**config.mk**
```make
export PLATFORM = sky130hd
export DESIGN_NAME = prio_encoder_arb
export DESIGN_NICKNAME = d
export VERILOG_FILES = /design/src/rtl/prio_encoder_arb.sv
export SDC_FILE = /design/constraint.sdc
export NUM_CORES = 1
export LEC_CHECK = 0
export BUFFER_PORTS_ARGS = -buffer_cell sky130_fd_sc_hd__buf_2
export CORE_MARGIN = 10
export CORE_UTILIZATION = 50
export DETAILED_ROUTE_END_ITERATION = 8
export GPL_TIMING_DRIVEN = 0
export PLACE_DENSITY_LB_ADDON = 0.1
export SKIP_LAST_GASP = 1
export SYNTH_ARGS = -nofsm -noshare
export SYNTH_HDL_FRONTEND = slang
export SYNTH_SLANG_ARGS = --single-unit
```
**constraint.sdc**
```tcl
create_clock -name clk -period 2.4 [get_ports clk]
set_clock_uncertainty 0.2 [all_clocks]
set_input_delay 0.48 -clock clk [delete_from_list [all_inputs] [get_ports clk]]
set_output_delay 0.48 -clock clk [all_outputs]
set_load 0.02 [all_outputs]
```
**src/rtl/prio_encoder_arb.sv**
```systemverilog
// Registered priority encoder / arbiter.
// Request lines are captured into a sticky pending vector. One binary index
// at a time is presented on a valid/ack handshake, using either fixed
// priority (lowest index wins) or round-robin selection. A grant stays held
// until the consumer acknowledges it or enable withdraws it.
module prio_encoder_arb #(
    parameter int N    = 8,
    parameter bit EDGE = 1'b1,
    parameter bit RR   = 1'b0,
    localparam int W   = $clog2(N)
) (
    input  logic         clk,
    input  logic         rst,
    input  logic         enable,
    input  logic [N-1:0] req,
    input  logic         ack,
    output logic [W-1:0] y,
    output logic         valid,
    output logic [N-1:0] pending,
    output logic         overrun
);

    typedef enum logic {
        IDLE  = 1'b0,
        GRANT = 1'b1
    } state_t;

    state_t       state;
    logic [N-1:0] req_q;
    logic [W-1:0] rr_ptr;

    logic [N-1:0] set_vec;
    logic [N-1:0] clr_vec;
    logic [N-1:0] pending_next;
    logic [N-1:0] hi_mask;
    logic [N-1:0] pending_hi;
    logic         grant_accept;
    logic         any_pending;
    logic [W-1:0] sel_idx;

    // Returns the lowest set index of v (0 when v is empty).
    function automatic logic [W-1:0] lowest_index(input logic [N-1:0] v);
        logic [W-1:0] r;
        r = '0;
        for (int i = N - 1; i >= 0; i--) begin
            if (v[i]) begin
                r = W'(i);
            end
        end
        return r;
    endfunction

    // A live grant is consumed only when the consumer acks while enabled.
    assign grant_accept = (state == GRANT) & valid & ack & enable;

    // Per-line set/clear events and the round-robin "above pointer" mask.
    generate
        for (genvar gi = 0; gi < N; gi++) begin : g_line
            if (EDGE) begin : g_edge
                assign set_vec[gi] = req[gi] & ~req_q[gi];
            end else begin : g_level
                assign set_vec[gi] = req[gi];
            end
            assign clr_vec[gi] = grant_accept & (y == W'(gi));
            assign hi_mask[gi] = (W'(gi) > rr_ptr);
        end
    endgenerate

    // Set wins over clear when both hit the same bit in one cycle.
    assign pending_next = (pending & ~clr_vec) | set_vec;
    assign any_pending  = |pending;
    assign pending_hi   = pending & hi_mask;

    // Pick the next index from the current pending register. Round-robin
    // first looks above the last granted index, then wraps to index 0.
    always_comb begin
        sel_idx = lowest_index(pending);
        if (RR) begin
            if (|pending_hi) begin
                sel_idx = lowest_index(pending_hi);
            end
        end
    end

    // Capture requests into pending and flag set events on pending bits.
    always_ff @(posedge clk or posedge rst) begin
        if (rst) begin
            req_q   <= '0;
            pending <= '0;
            overrun <= 1'b0;
        end else begin
            req_q   <= req;
            pending <= pending_next;
            overrun <= |(set_vec & pending & ~clr_vec);
        end
    end

    // Grant handshake FSM: load a selection in IDLE, hold it in GRANT.
    always_ff @(posedge clk or posedge rst) begin
        if (rst) begin
            state  <= IDLE;
            y      <= '0;
            valid  <= 1'b0;
            rr_ptr <= W'(N - 1);
        end else begin
            case (state)
                IDLE: begin
                    if (enable && any_pending) begin
                        y     <= sel_idx;
                        valid <= 1'b1;
                        state <= GRANT;
                        if (RR) begin
                            rr_ptr <= sel_idx;
                        end
                    end else begin
                        valid <= 1'b0;
                    end
                end
                GRANT: begin
                    // Either consumed or withdrawn; pending only clears on ack.
                    if (!enable || ack) begin
                        valid <= 1'b0;
                        state <= IDLE;
                    end
                end
                default: begin
                    valid <= 1'b0;
                    state <= IDLE;
                end
            endcase
        end
    end

endmodule

```
==> flow_results.xml, run 1 <==
<?xml version="1.0" encoding="UTF-8"?>
<metrics>
  <group name="sta">
    <metric name="timing.final.crit_share" unit="%">71.8</metric>
    <metric name="timing_max_transition_violations_final" unit="">0</metric>
    <metric name="slew_headroom" unit="%">44.9</metric>
    <metric name="fin_crit" unit="ns">1.72</metric>
    <metric name="grt_setup_unrepaired" unit="">false</metric>
    <metric name="final_hold_viols" unit="">0</metric>
    <metric name="max_freq" unit="GHz">0.580</metric>
    <metric name="tightestPinTransition" unit="ns">0.825</metric>
    <metric name="final_report_setup_violation_count" unit="">0</metric>
    <metric name="final.setup.tns" unit="ns">0</metric>
  </group>
  <group name="floorplan">
    <metric name="core_area" unit="sq um">1800</metric>
    <metric name="placement_rows" unit="">15</metric>
    <metric name="design.die.area" unit="sq um">4130</metric>
    <metric name="die_width" unit="um">64.3</metric>
    <metric name="ios" unit="">25</metric>
    <metric name="die_y" unit="um">64.3</metric>
    <metric name="initial_core_util" unit="%">54.4</metric>
  </group>
  <group name="min_path">
    <metric name="min_path_type" unit="">input port to flop</metric>
  </group>
  <group name="placed_design">
    <metric name="detailed_place_hpwl" unit="um">1720</metric>
    <metric name="buffer_ports.inserted" unit="">24</metric>
    <metric name="gp_routability_congestion" unit="">0.805</metric>
  </group>
  <group name="yosys">
    <metric name="dominantRegCellSynth" unit="">sky130_fd_sc_hd__dfrtp_1</metric>
    <metric name="netlist-cell-type-count" unit="">29</metric>
    <metric name="share_of_synthesized_area_occupied_by_flip_flops_and_latches" unit="%">56.1</metric>
    <metric name="synth-seq-cells" unit="">22</metric>
    <metric name="ys_warn_count" unit="">0</metric>
    <metric name="synth-edff-count" unit="">0</metric>
    <metric name="most_frequent_cell_after_synthesis" unit="">sky130_fd_sc_hd__dfrtp_1</metric>
    <metric name="synth_area_per_cell" unit="sq um">10.0</metric>
    <metric name="dominant_cell_type_by_area_after_synthesis" unit="">sky130_fd_sc_hd__dfrtp_1</metric>
    <metric name="synth_top_cells_by_area" unit="">sky130_fd_sc_hd__dfrtp_1 (56%), sky130_fd_sc_hd__o21ai_0 (7.7%), sky130_fd_sc_hd__inv_1 (4.2%), sky130_fd_sc_hd__nand3b_1 (3.8%), sky130_fd_sc_hd__o31ai_1 (3.1%)</metric>
    <metric name="ys_async_sr_fraction" unit="%">100</metric>
    <metric name="synth_top_area_share" unit="%">56.1</metric>
    <metric name="synthTopCellsByCount" unit="">sky130_fd_sc_hd__dfrtp_1 (22), sky130_fd_sc_hd__o21ai_0 (15), sky130_fd_sc_hd__inv_1 (11)</metric>
    <metric name="netlist_instances" unit="">98</metric>
    <metric name="mappedNetlistNets" unit="">110</metric>
    <metric name="syn_area" unit="sq um">981</metric>
  </group>
  <group name="cts">
    <metric name="cts-hold-fix-buffers" unit="">0</metric>
    <metric name="tritoncts_clock_tree" unit="">built</metric>
    <metric name="clkSlewWorstSetupHoldPaths" unit="ns">0.11</metric>
    <metric name="cts_made_buffers" unit="">3</metric>
    <metric name="root_driver" unit="">sky130_fd_sc_hd__clkbuf_4</metric>
    <metric name="h-tree-depth" unit="">1</metric>
    <metric name="clk_path_buf_depth" unit="">2</metric>
    <metric name="worst_skew_pair.late_latency" unit="ns">0.30</metric>
    <metric name="tritoncts_num_sinks" unit="">22</metric>
    <metric name="cts_repair_resize_count" unit="">0</metric>
    <metric name="post-cts-setup-buffers" unit="">0</metric>
  </group>
  <group name="run_status">
    <metric name="status" unit="">completed</metric>
  </group>
  <group name="setup_path">
    <metric name="cell_with_the_largest_stage_delay_on_the_worst_path" unit="">sky130_fd_sc_hd__dfrtp_1</metric>
    <metric name="cp-end-kind" unit="">output pin</metric>
    <metric name="critical_path_class" unit="">flop to output pin</metric>
    <metric name="buffers_plus_inverters_on_the_worst_setup_path" unit="">1</metric>
    <metric name="slowest_delay" unit="ns">0.51</metric>
    <metric name="timing.critical_path.arrival" unit="ns">1.04</metric>
    <metric name="crit_path_max_fanout" unit="">9</metric>
    <metric name="worst_setup_path_start_kind" unit="">flop</metric>
    <metric name="required" unit="ns">1.72</metric>
    <metric name="path_cells" unit="">buf_2</metric>
    <metric name="critical-path-top-delay-family" unit="">flip-flops</metric>
  </group>
  <group name="drt">
    <metric name="routed_wire_length_per_instance" unit="um">14.8</metric>
    <metric name="final_antenna_net_count" unit="">0</metric>
    <metric name="finalWirelength" unit="um">2220</metric>
    <metric name="vias_cell" unit="">5.80</metric>
    <metric name="drtIter0Drc" unit="">22</metric>
    <metric name="drc" unit="">0</metric>
    <metric name="route.vias.total" unit="">870</metric>
    <metric name="drtPass1Iterations" unit="">4</metric>
  </group>
  <group name="finish">
    <metric name="total_area_of_multi_input_combinational_cells" unit="sq um">382</metric>
    <metric name="sequential_cell_area" unit="sq um">551</metric>
    <metric name="fin_util" unit="%">64.1</metric>
    <metric name="diodes" unit="">0</metric>
    <metric name="fill_cells" unit="">166</metric>
    <metric name="final_net_count" unit="">139</metric>
    <metric name="post_route_cells_drive_above_1_share" unit="%">25.6</metric>
    <metric name="syn2layout_area_growth" unit="%">17.7</metric>
  </group>
  <group name="power">
    <metric name="power.leakage" unit="uW">0.000513</metric>
    <metric name="vdd_ir_drop_max" unit="uV">303</metric>
    <metric name="power_per_cell_area" unit="nW/um^2">571</metric>
  </group>
  <group name="grt">
    <metric name="grt_ovf" unit="">0</metric>
    <metric name="grt_pass1_vias" unit="">880</metric>
    <metric name="antenna_found_initial" unit="">0</metric>
    <metric name="global_route_wire_length_before_repair" unit="um">3840</metric>
    <metric name="grt.total_usage" unit="%">11.3</metric>
    <metric name="grt_start_max_net_pins" unit="">23</metric>
  </group>
  <group name="run">
    <metric name="timing.max_cap.violations" unit="">0</metric>
  </group>
</metrics>
==> flip-flops by register name (all words and copies together), names as in the netlist <==
signal / count
y: 3
overrun: 1
req_q: 8
pending: 8
state: 1
valid: 1
==> cells by family after synthesis <==
| family | count (synthesis) | synth area share, % |
|---|---|---|
| AND/OR/NAND/NOR | 33 | 20.2 |
| AO/OA/AOI/OAI | 30 | 18.8 |
| flip-flops | 22 | 56.1 |
| buffers and inverters | 13 | 4.97 |
==> stage by stage <==
| step | cells | cell area [sq um] | setup slack, ns | power [uW] | hold WS [ns] |
|---|---|---|---|---|---|
| after detailed placement | 147 | 1130 | 0.718 | 506 | 0.246 |
| final | 150 | 1150 | 0.676 | 659 | 0.0859 |
| after global placement | 147 | 1130 | 0.748 | 502 | 0.235 |
| after global routing | 150 | 1150 | 0.612 | 699 | 0.0632 |
| after CTS | 150 | 1150 | 0.689 | 667 | 0.0771 |
| after floorplan | 98 | 981 | 0.860 | 470 | 0.226 |
==> final cells by class <==
cell class,count,share of cell area (%)
repair buffers,24,10.4
clock buffers,3,1.95
inverters,12,3.90
plain buffers,1,0.325
well taps,25,2.71
multi-input cells,63,33.0
flip-flops and latches,22,47.7
==> per-layer routing <==
metal	part of all wire [%]	up-vias	global-route usage (%)
li1	-	404	-
met1	42	430	12.9
met2	47	31	18.5
met3	8.6	5	4.36
met4	1.8	0	4.81
met5	0	-	0
==> power by group <==
part | leakage (uW) | switching, uW | internal, uW
sequential | 0.000237 | 12.8 | 388
combinational | 0.000262 | 58.7 | 37.4
clock | 0.0000138 | 103 | 58.6
total | 0.000513 | 175 | 484
==> final timing paths <==
| kind | endpoint | cells past startpoint | slack, ns | startpoint |
|---|---|---|---|---|
| setup / recovery | y[1] | 1 | 0.68 | y[1] |
| hold / removal | req_q[4] | 1 | 0.09 | req[4] |
| setup reg to reg | y[1] | 4 | 0.82 | pending[3] |
| hold reg to reg | pending[1] | 1 | 0.26 | req_q[1] |
| max in group asynchronous | req_q[1] | 2 | 1.37 | rst |
| min in group asynchronous | req_q[2] | 2 | 0.12 | rst |
==> placed cells by master (no fill, tap or decap), types with 4 or more instances in the layout <==
master                      n
sky130_fd_sc_hd__buf_2     24
sky130_fd_sc_hd__dfrtp_1   22
sky130_fd_sc_hd__o21ai_0   15
sky130_fd_sc_hd__inv_1     11
sky130_fd_sc_hd__nand2_1    5
sky130_fd_sc_hd__nand3_1    5
sky130_fd_sc_hd__nand3b_1   5
sky130_fd_sc_hd__nand2b_1   4
sky130_fd_sc_hd__o31ai_1    4
sky130_fd_sc_hd__a21oi_1    4
(Power assumes the default switching activity.)
==> inputs of run 2 (changes only) <==
--- a/config.mk
+++ b/config.mk
@@ -7,7 +7,7 @@
 export LEC_CHECK = 0
 export BUFFER_PORTS_ARGS = -buffer_cell sky130_fd_sc_hd__buf_2
 export CORE_MARGIN = 10
-export CORE_UTILIZATION = 50
+export CORE_UTILIZATION = 45
 export DETAILED_ROUTE_END_ITERATION = 8
 export GPL_TIMING_DRIVEN = 0
 export PLACE_DENSITY_LB_ADDON = 0.1
==> constraint.sdc (replaced) <==
create_clock -name clk -period 1.4 [get_ports clk]
set_clock_uncertainty 0.2 [all_clocks]
set_input_delay 0.28 -clock clk [delete_from_list [all_inputs] [get_ports clk]]
set_output_delay 0.28 -clock clk [all_outputs]
set_load 0.02 [all_outputs]
==> flow_results.xml, run 2 (synthesis gave the netlist of run 1 again) <==
<?xml version="1.0" encoding="UTF-8"?>
<metrics>
  <group name="finish">
    <metric name="fin_util" unit="%">74.7</metric>
    <metric name="final_cell_mix" unit="">sky130_fd_sc_hd__buf_2 (14), sky130_fd_sc_hd__dfrtp_1 (14), sky130_fd_sc_hd__inv_1 (11), sky130_fd_sc_hd__buf_4 (11), sky130_fd_sc_hd__buf_6 (10)</metric>
    <metric name="syn2layout_area_growth" unit="%">54.0</metric>
    <metric name="finish.instance_area" unit="sq um">1510</metric>
    <metric name="diodes" unit="">0</metric>
    <metric name="final_net_count" unit="">159</metric>
    <metric name="post_route_cells_drive_above_1_share" unit="%">45.9</metric>
    <metric name="reg.largest.list" unit="">pending x8, req_q x8, y x3</metric>
  </group>
  <group name="drt">
    <metric name="drtPass1Iterations" unit="">4</metric>
    <metric name="finalWirelength" unit="um">2620</metric>
    <metric name="drtIter0Drc" unit="">36</metric>
    <metric name="routed_wire_length_per_instance" unit="um">15.1</metric>
    <metric name="route.vias.total" unit="">929</metric>
    <metric name="drc" unit="">0</metric>
    <metric name="final_antenna_net_count" unit="">0</metric>
    <metric name="vias_cell" unit="">5.37</metric>
  </group>
  <group name="cts">
    <metric name="h-tree-depth" unit="">1</metric>
    <metric name="tritoncts_clock_tree" unit="">built</metric>
    <metric name="cts-hold-fix-buffers" unit="">9</metric>
    <metric name="clkSlewWorstSetupHoldPaths" unit="ns">0.12</metric>
    <metric name="tritoncts_num_sinks" unit="">22</metric>
    <metric name="root_driver" unit="">sky130_fd_sc_hd__clkbuf_4</metric>
    <metric name="cts_made_buffers" unit="">3</metric>
    <metric name="clk_path_buf_depth" unit="">2</metric>
    <metric name="worst_skew_pair.late_latency" unit="ns">0.31</metric>
  </group>
  <group name="setup_path">
    <metric name="rr_startpoint" unit="">pending[0]</metric>
    <metric name="worst_setup_path_start_kind" unit="">flop</metric>
    <metric name="timing.critical_path.arrival" unit="ns">1.49</metric>
    <metric name="worstRegToRegCells" unit="">4</metric>
    <metric name="cp-end-kind" unit="">flop</metric>
    <metric name="r2r-end" unit="">y[1]</metric>
    <metric name="required" unit="ns">1.41</metric>
    <metric name="reg_to_reg_setup_timing_slack" unit="ns">-0.08</metric>
    <metric name="critical_path_class" unit="">flop to flop</metric>
    <metric name="slowest_delay" unit="ns">0.47</metric>
    <metric name="cell_with_the_largest_stage_delay_on_the_worst_path" unit="">sky130_fd_sc_hd__dfrtp_2</metric>
    <metric name="path_cells" unit="">nor4_4 &gt; a31o_4 &gt; nand2_1 &gt; o41ai_2</metric>
    <metric name="crit_path_max_fanout" unit="">7</metric>
  </group>
  <group name="grt">
    <metric name="grt_ovf" unit="">0</metric>
    <metric name="antenna_found_initial" unit="">0</metric>
    <metric name="grt.total_usage" unit="%">12.0</metric>
    <metric name="grt_start_max_net_pins" unit="">23</metric>
    <metric name="global_route_wire_length_before_repair" unit="um">4210</metric>
    <metric name="grt_pass1_vias" unit="">937</metric>
  </group>
  <group name="placed_design">
    <metric name="detailed_place_hpwl" unit="um">1740</metric>
    <metric name="gp_routability_congestion" unit="">0.803</metric>
    <metric name="post-place-ws" unit="ns">-0.0943</metric>
    <metric name="placed_cell_area" unit="sq um">1150</metric>
    <metric name="buffer_ports.inserted" unit="">24</metric>
  </group>
  <group name="power">
    <metric name="vdd_ir_drop_max" unit="uV">854</metric>
    <metric name="power_per_cell_area" unit="nW/um^2">864</metric>
    <metric name="power.leakage" unit="uW">0.000673</metric>
  </group>
  <group name="floorplan">
    <metric name="initial_core_util" unit="%">48.5</metric>
    <metric name="design.die.area" unit="sq um">4450</metric>
    <metric name="core_area" unit="sq um">2020</metric>
    <metric name="die_y" unit="um">66.7</metric>
    <metric name="placement_rows" unit="">16</metric>
    <metric name="die_width" unit="um">66.7</metric>
    <metric name="ios" unit="">25</metric>
  </group>
  <group name="min_path">
    <metric name="min_path_type" unit="">input port to asynchronous set/reset pin</metric>
  </group>
  <group name="sta">
    <metric name="timing_max_transition_violations_final" unit="">0</metric>
    <metric name="final_hold_viols" unit="">22</metric>
    <metric name="fin_crit" unit="ns">1.48</metric>
    <metric name="final.setup.tns" unit="ns">-0.319</metric>
    <metric name="tightestPinTransition" unit="ns">0.828</metric>
    <metric name="hold-worst-slack" unit="ns">-0.0928</metric>
    <metric name="max_freq" unit="GHz">0.677</metric>
    <metric name="slew_headroom" unit="%">44.7</metric>
    <metric name="setup_slack" unit="ns">-0.0765</metric>
    <metric name="final_report_setup_violation_count" unit="">12</metric>
    <metric name="timing.final.crit_share" unit="%">105</metric>
    <metric name="grt_setup_unrepaired" unit="">true</metric>
  </group>
  <group name="run_status">
    <metric name="status" unit="">finished with violations</metric>
    <metric name="violations" unit="">negative hold slack, negative setup slack</metric>
  </group>
  <group name="run">
    <metric name="timing.max_cap.violations" unit="">0</metric>
  </group>
</metrics>
## run 2: repair_timing
item,in CTS,in global routing
endpoints found under the setup margin,15,24
pin swaps,6,4
endpoints found under the hold margin,32,22
buffers inserted,6,5
resized for setup,20,24
## run 2: worst max-delay path by stage
stage,slack [ns],depth (start not counted),from,to
2_1_floorplan,-0.04,5,pending[5],overrun
3_3_place_gp,-0.09,4,pending[3],y[1]
3_5_place_dp,-0.09,5,pending[5],overrun
4_1_cts,-0.05,4,pending[0],y[1]
5_1_grt,-0.13,4,pending[0],y[1]
6_report,-0.08,4,pending[0],y[1]
## run 2: critical path, delay by kind of cell, from the launching register on
family             cells  cell delay, ns
DFF                    1            0.47
and+or+nand+nor        2            0.40
AOI/OAI and AO/OA      2            0.31
## run 2: layer usage
metal | up-vias | global-route usage, % | wire, um
li1 | 446 | - | -
met1 | 457 | 13.7 | 1130
met2 | 22 | 18.6 | 1250
met3 | 4 | 4.18 | 182
met4 | 0 | 7.33 | 59
met5 | - | 0 | 0
## run 2: area by class of cell
cell class	instances	area, sq um
Sequential cell	22	561
Clock buffer	4	36.3
Tap cell	27	33.8
Inverter	12	45.0
Buffer	1	7.51
Timing Repair Buffer	44	355
Multi-Input combinational cell	63	472
Fill cell	147	512
## run 2: power by group
part / leakage (uW) / internal (uW) / total [uW] / switching (uW)
combinational: 0.000419 / 130 / 259 / 130
clock: 0.0000210 / 159 / 354 / 195
sequential: 0.000233 / 666 / 691 / 24.9
## run 2: metrics by stage
step           total power (uW)  std cells
2_1_floorplan               809         98
3_3_place_gp                865        149
3_5_place_dp                870        149
4_1_cts                    1260        168
5_1_grt                    1360        173
6_report                   1300        173
==> inputs of run 3 (changes only) <==
--- a/config.mk
+++ b/config.mk
@@ -11,6 +11,7 @@
 export DETAILED_ROUTE_END_ITERATION = 8
 export GPL_TIMING_DRIVEN = 0
 export PLACE_DENSITY_LB_ADDON = 0.1
+export REMOVE_ABC_BUFFERS = 1
 export SKIP_LAST_GASP = 1
 export SYNTH_ARGS = -nofsm -noshare
 export SYNTH_HDL_FRONTEND = slang
==> flow_results.xml, run 3 (synthesis gave the netlist of run 1 again) <==
<?xml version="1.0" encoding="UTF-8"?>
<metrics>
  <group name="sta">
    <metric name="max_freq" unit="GHz">0.685</metric>
    <metric name="slew_headroom" unit="%">44.1</metric>
    <metric name="timing_max_transition_violations_final" unit="">0</metric>
    <metric name="grt_setup_unrepaired" unit="">true</metric>
    <metric name="tightestPinTransition" unit="ns">0.838</metric>
    <metric name="setup_slack" unit="ns">-0.0606</metric>
    <metric name="hold-worst-slack" unit="ns">-0.0882</metric>
    <metric name="fin_crit" unit="ns">1.46</metric>
    <metric name="final_hold_viols" unit="">22</metric>
    <metric name="final_report_setup_violation_count" unit="">10</metric>
    <metric name="timing.final.crit_share" unit="%">104</metric>
  </group>
  <group name="floorplan">
    <metric name="die_y" unit="um">66.7</metric>
    <metric name="die_width" unit="um">66.7</metric>
    <metric name="design.die.area" unit="sq um">4450</metric>
    <metric name="initial_core_util" unit="%">48.5</metric>
    <metric name="core_area" unit="sq um">2020</metric>
    <metric name="ios" unit="">25</metric>
    <metric name="placement_rows" unit="">16</metric>
  </group>
  <group name="setup_path">
    <metric name="cp-end-kind" unit="">flop</metric>
    <metric name="critical_path_class" unit="">flop to flop</metric>
    <metric name="required" unit="ns">1.40</metric>
    <metric name="timing.critical_path.arrival" unit="ns">1.46</metric>
    <metric name="crit_path_max_fanout" unit="">3</metric>
    <metric name="worst_setup_path_start_kind" unit="">flop</metric>
  </group>
  <group name="cts">
    <metric name="clkSlewWorstSetupHoldPaths" unit="ns">0.13</metric>
    <metric name="tritoncts_num_sinks" unit="">22</metric>
    <metric name="root_driver" unit="">sky130_fd_sc_hd__clkbuf_4</metric>
    <metric name="worst_skew_pair.late_latency" unit="ns">0.31</metric>
    <metric name="h-tree-depth" unit="">1</metric>
    <metric name="tritoncts_clock_tree" unit="">built</metric>
    <metric name="cts-hold-fix-buffers" unit="">10</metric>
    <metric name="cts_made_buffers" unit="">3</metric>
    <metric name="clk_path_buf_depth" unit="">2</metric>
  </group>
  <group name="drt">
    <metric name="route.vias.total" unit="">903</metric>
    <metric name="finalWirelength" unit="um">2580</metric>
    <metric name="drc" unit="">0</metric>
    <metric name="routed_wire_length_per_instance" unit="um">15.1</metric>
    <metric name="vias_cell" unit="">5.28</metric>
    <metric name="final_antenna_net_count" unit="">0</metric>
    <metric name="drtPass1Iterations" unit="">4</metric>
    <metric name="drtIter0Drc" unit="">27</metric>
  </group>
  <group name="run">
    <metric name="timing.max_cap.violations" unit="">0</metric>
  </group>
  <group name="grt">
    <metric name="grt_pass1_vias" unit="">926</metric>
    <metric name="global_route_wire_length_before_repair" unit="um">4310</metric>
    <metric name="grt_start_max_net_pins" unit="">23</metric>
    <metric name="grt.total_usage" unit="%">12.3</metric>
    <metric name="grt_ovf" unit="">0</metric>
    <metric name="antenna_found_initial" unit="">0</metric>
  </group>
  <group name="power">
    <metric name="share_seq_of_total_power" unit="%">54.2</metric>
    <metric name="combPwrFrac" unit="%">18.5</metric>
    <metric name="power_per_cell_area" unit="nW/um^2">861</metric>
    <metric name="vdd_ir_drop_max" unit="uV">564</metric>
    <metric name="power.share.switching" unit="%">26.5</metric>
    <metric name="clkPwrFrac" unit="%">27.3</metric>
    <metric name="power.leakage" unit="uW">0.000656</metric>
    <metric name="p_switching" unit="uW">338</metric>
    <metric name="power_report.internal_total" unit="uW">939</metric>
  </group>
  <group name="finish">
    <metric name="reg.largest.list" unit="">pending x8, req_q x8, y x3</metric>
    <metric name="final-instance-count-excl-fill" unit="">171</metric>
    <metric name="syn2layout_area_growth" unit="%">51.3</metric>
    <metric name="post_route_cells_drive_above_1_share" unit="%">45.1</metric>
    <metric name="fill_cells" unit="">155</metric>
    <metric name="final_net_count" unit="">157</metric>
    <metric name="final_cell_mix" unit="">sky130_fd_sc_hd__buf_2 (15), sky130_fd_sc_hd__dfrtp_1 (14), sky130_fd_sc_hd__o21ai_0 (12)</metric>
    <metric name="most_common_library_cell_in_the_layout_ignoring_fill_and_taps" unit="">sky130_fd_sc_hd__buf_2</metric>
    <metric name="diodes" unit="">0</metric>
  </group>
  <group name="min_path">
    <metric name="min_path_type" unit="">input port to asynchronous set/reset pin</metric>
  </group>
  <group name="placed_design">
    <metric name="gp_routability_congestion" unit="">0.792</metric>
    <metric name="buffer_ports.inserted" unit="">24</metric>
    <metric name="detailed_place_hpwl" unit="um">1690</metric>
    <metric name="placedCellCount" unit="">148</metric>
  </group>
  <group name="run_status">
    <metric name="violations" unit="">negative hold slack, negative setup slack</metric>
    <metric name="status" unit="">finished with violations</metric>
  </group>
</metrics>
run 3: cell types whose count changed in the layout (fill, tap and decap cells not counted), moves of 2 or more:
cell                      delta
sky130_fd_sc_hd__o21ai_1     -4
sky130_fd_sc_hd__o21ai_0     +3
sky130_fd_sc_hd__buf_4       -2
sky130_fd_sc_hd__nand2_1     -2
sky130_fd_sc_hd__nand2_2     +2
run 3: metrics by stage:
stage	total power [uW]	setup TNS [ns]	setup WS, ns	utilization (%)	cell area, sq um
2_1_floorplan	803	-0.591	-0.140	-	977
3_3_place_gp	859	-0.714	-0.124	55.9	1130
3_5_place_dp	865	-0.760	-0.182	55.9	1130
4_1_cts	1270	-0.306	-0.0551	70.2	1420
5_1_grt	1350	-1.14	-0.156	73.4	1480
6_report	1280	-0.277	-0.0606	73.4	1480
run 3: power groups by stage:
stage | clock (uW) | sequential [uW] | combinational (uW)
global route | 387 | 698 | 261
finish | 349 | 693 | 236
CTS | 361 | 694 | 216
detailed placement | 0 | 707 | 158
floorplan | 0 | 721 | 82.8
global placement | 0 | 705 | 154
run 3: worst max-delay path: stages (launching register included):
cell,delay (ns)
sky130_fd_sc_hd__dfrtp_1,0.42
sky130_fd_sc_hd__and3b_2,0.23
sky130_fd_sc_hd__nor3b_2,0.16
sky130_fd_sc_hd__a31oi_1,0.06
sky130_fd_sc_hd__o21ai_1,0.18
sky130_fd_sc_hd__o211ai_2,0.10
run 3: per-layer routing:
metal	GRT usage (%)	vias to the layer above	share of wire (%)
met4	4.45	0	0.35
met3	3.51	2	7.3
li1	-	439	-
met5	0	-	0
met1	15.0	438	44
met2	19.9	24	48
run 3: final timing paths:
path                            start    endpoint  slack, ns  cells past startpoint
min in group clk               req[0]  pending[0]       0.01                      3
max in group asynchronous         rst  pending[7]       0.50                      2
max                        pending[5]     overrun      -0.06                      5
max reg2reg                pending[5]     overrun      -0.06                      5
min reg2reg                  req_q[3]  pending[3]       0.25                      1
min                               rst    req_q[1]      -0.09                      2
run 3: timing repair:
item / CTS / global route
resized for setup: 31 / 15
setup endpoints to repair: 17 / 23
buffers inserted: 8 / 1
endpoints found under the hold margin: 32 / 22
pin swaps: 9 / 4
run 3: final cells by class:
type | count | area [sq um] | area share [%]
Sequential cell | 22 | 561 | 37.8
Multi-Input combinational cell | 63 | 464 | 31.3
Timing Repair Buffer | 43 | 344 | 23.2
Inverter | 12 | 45.0 | 3.04
Clock buffer | 4 | 36.3 | 2.45
Tap cell | 27 | 33.8 | 2.28
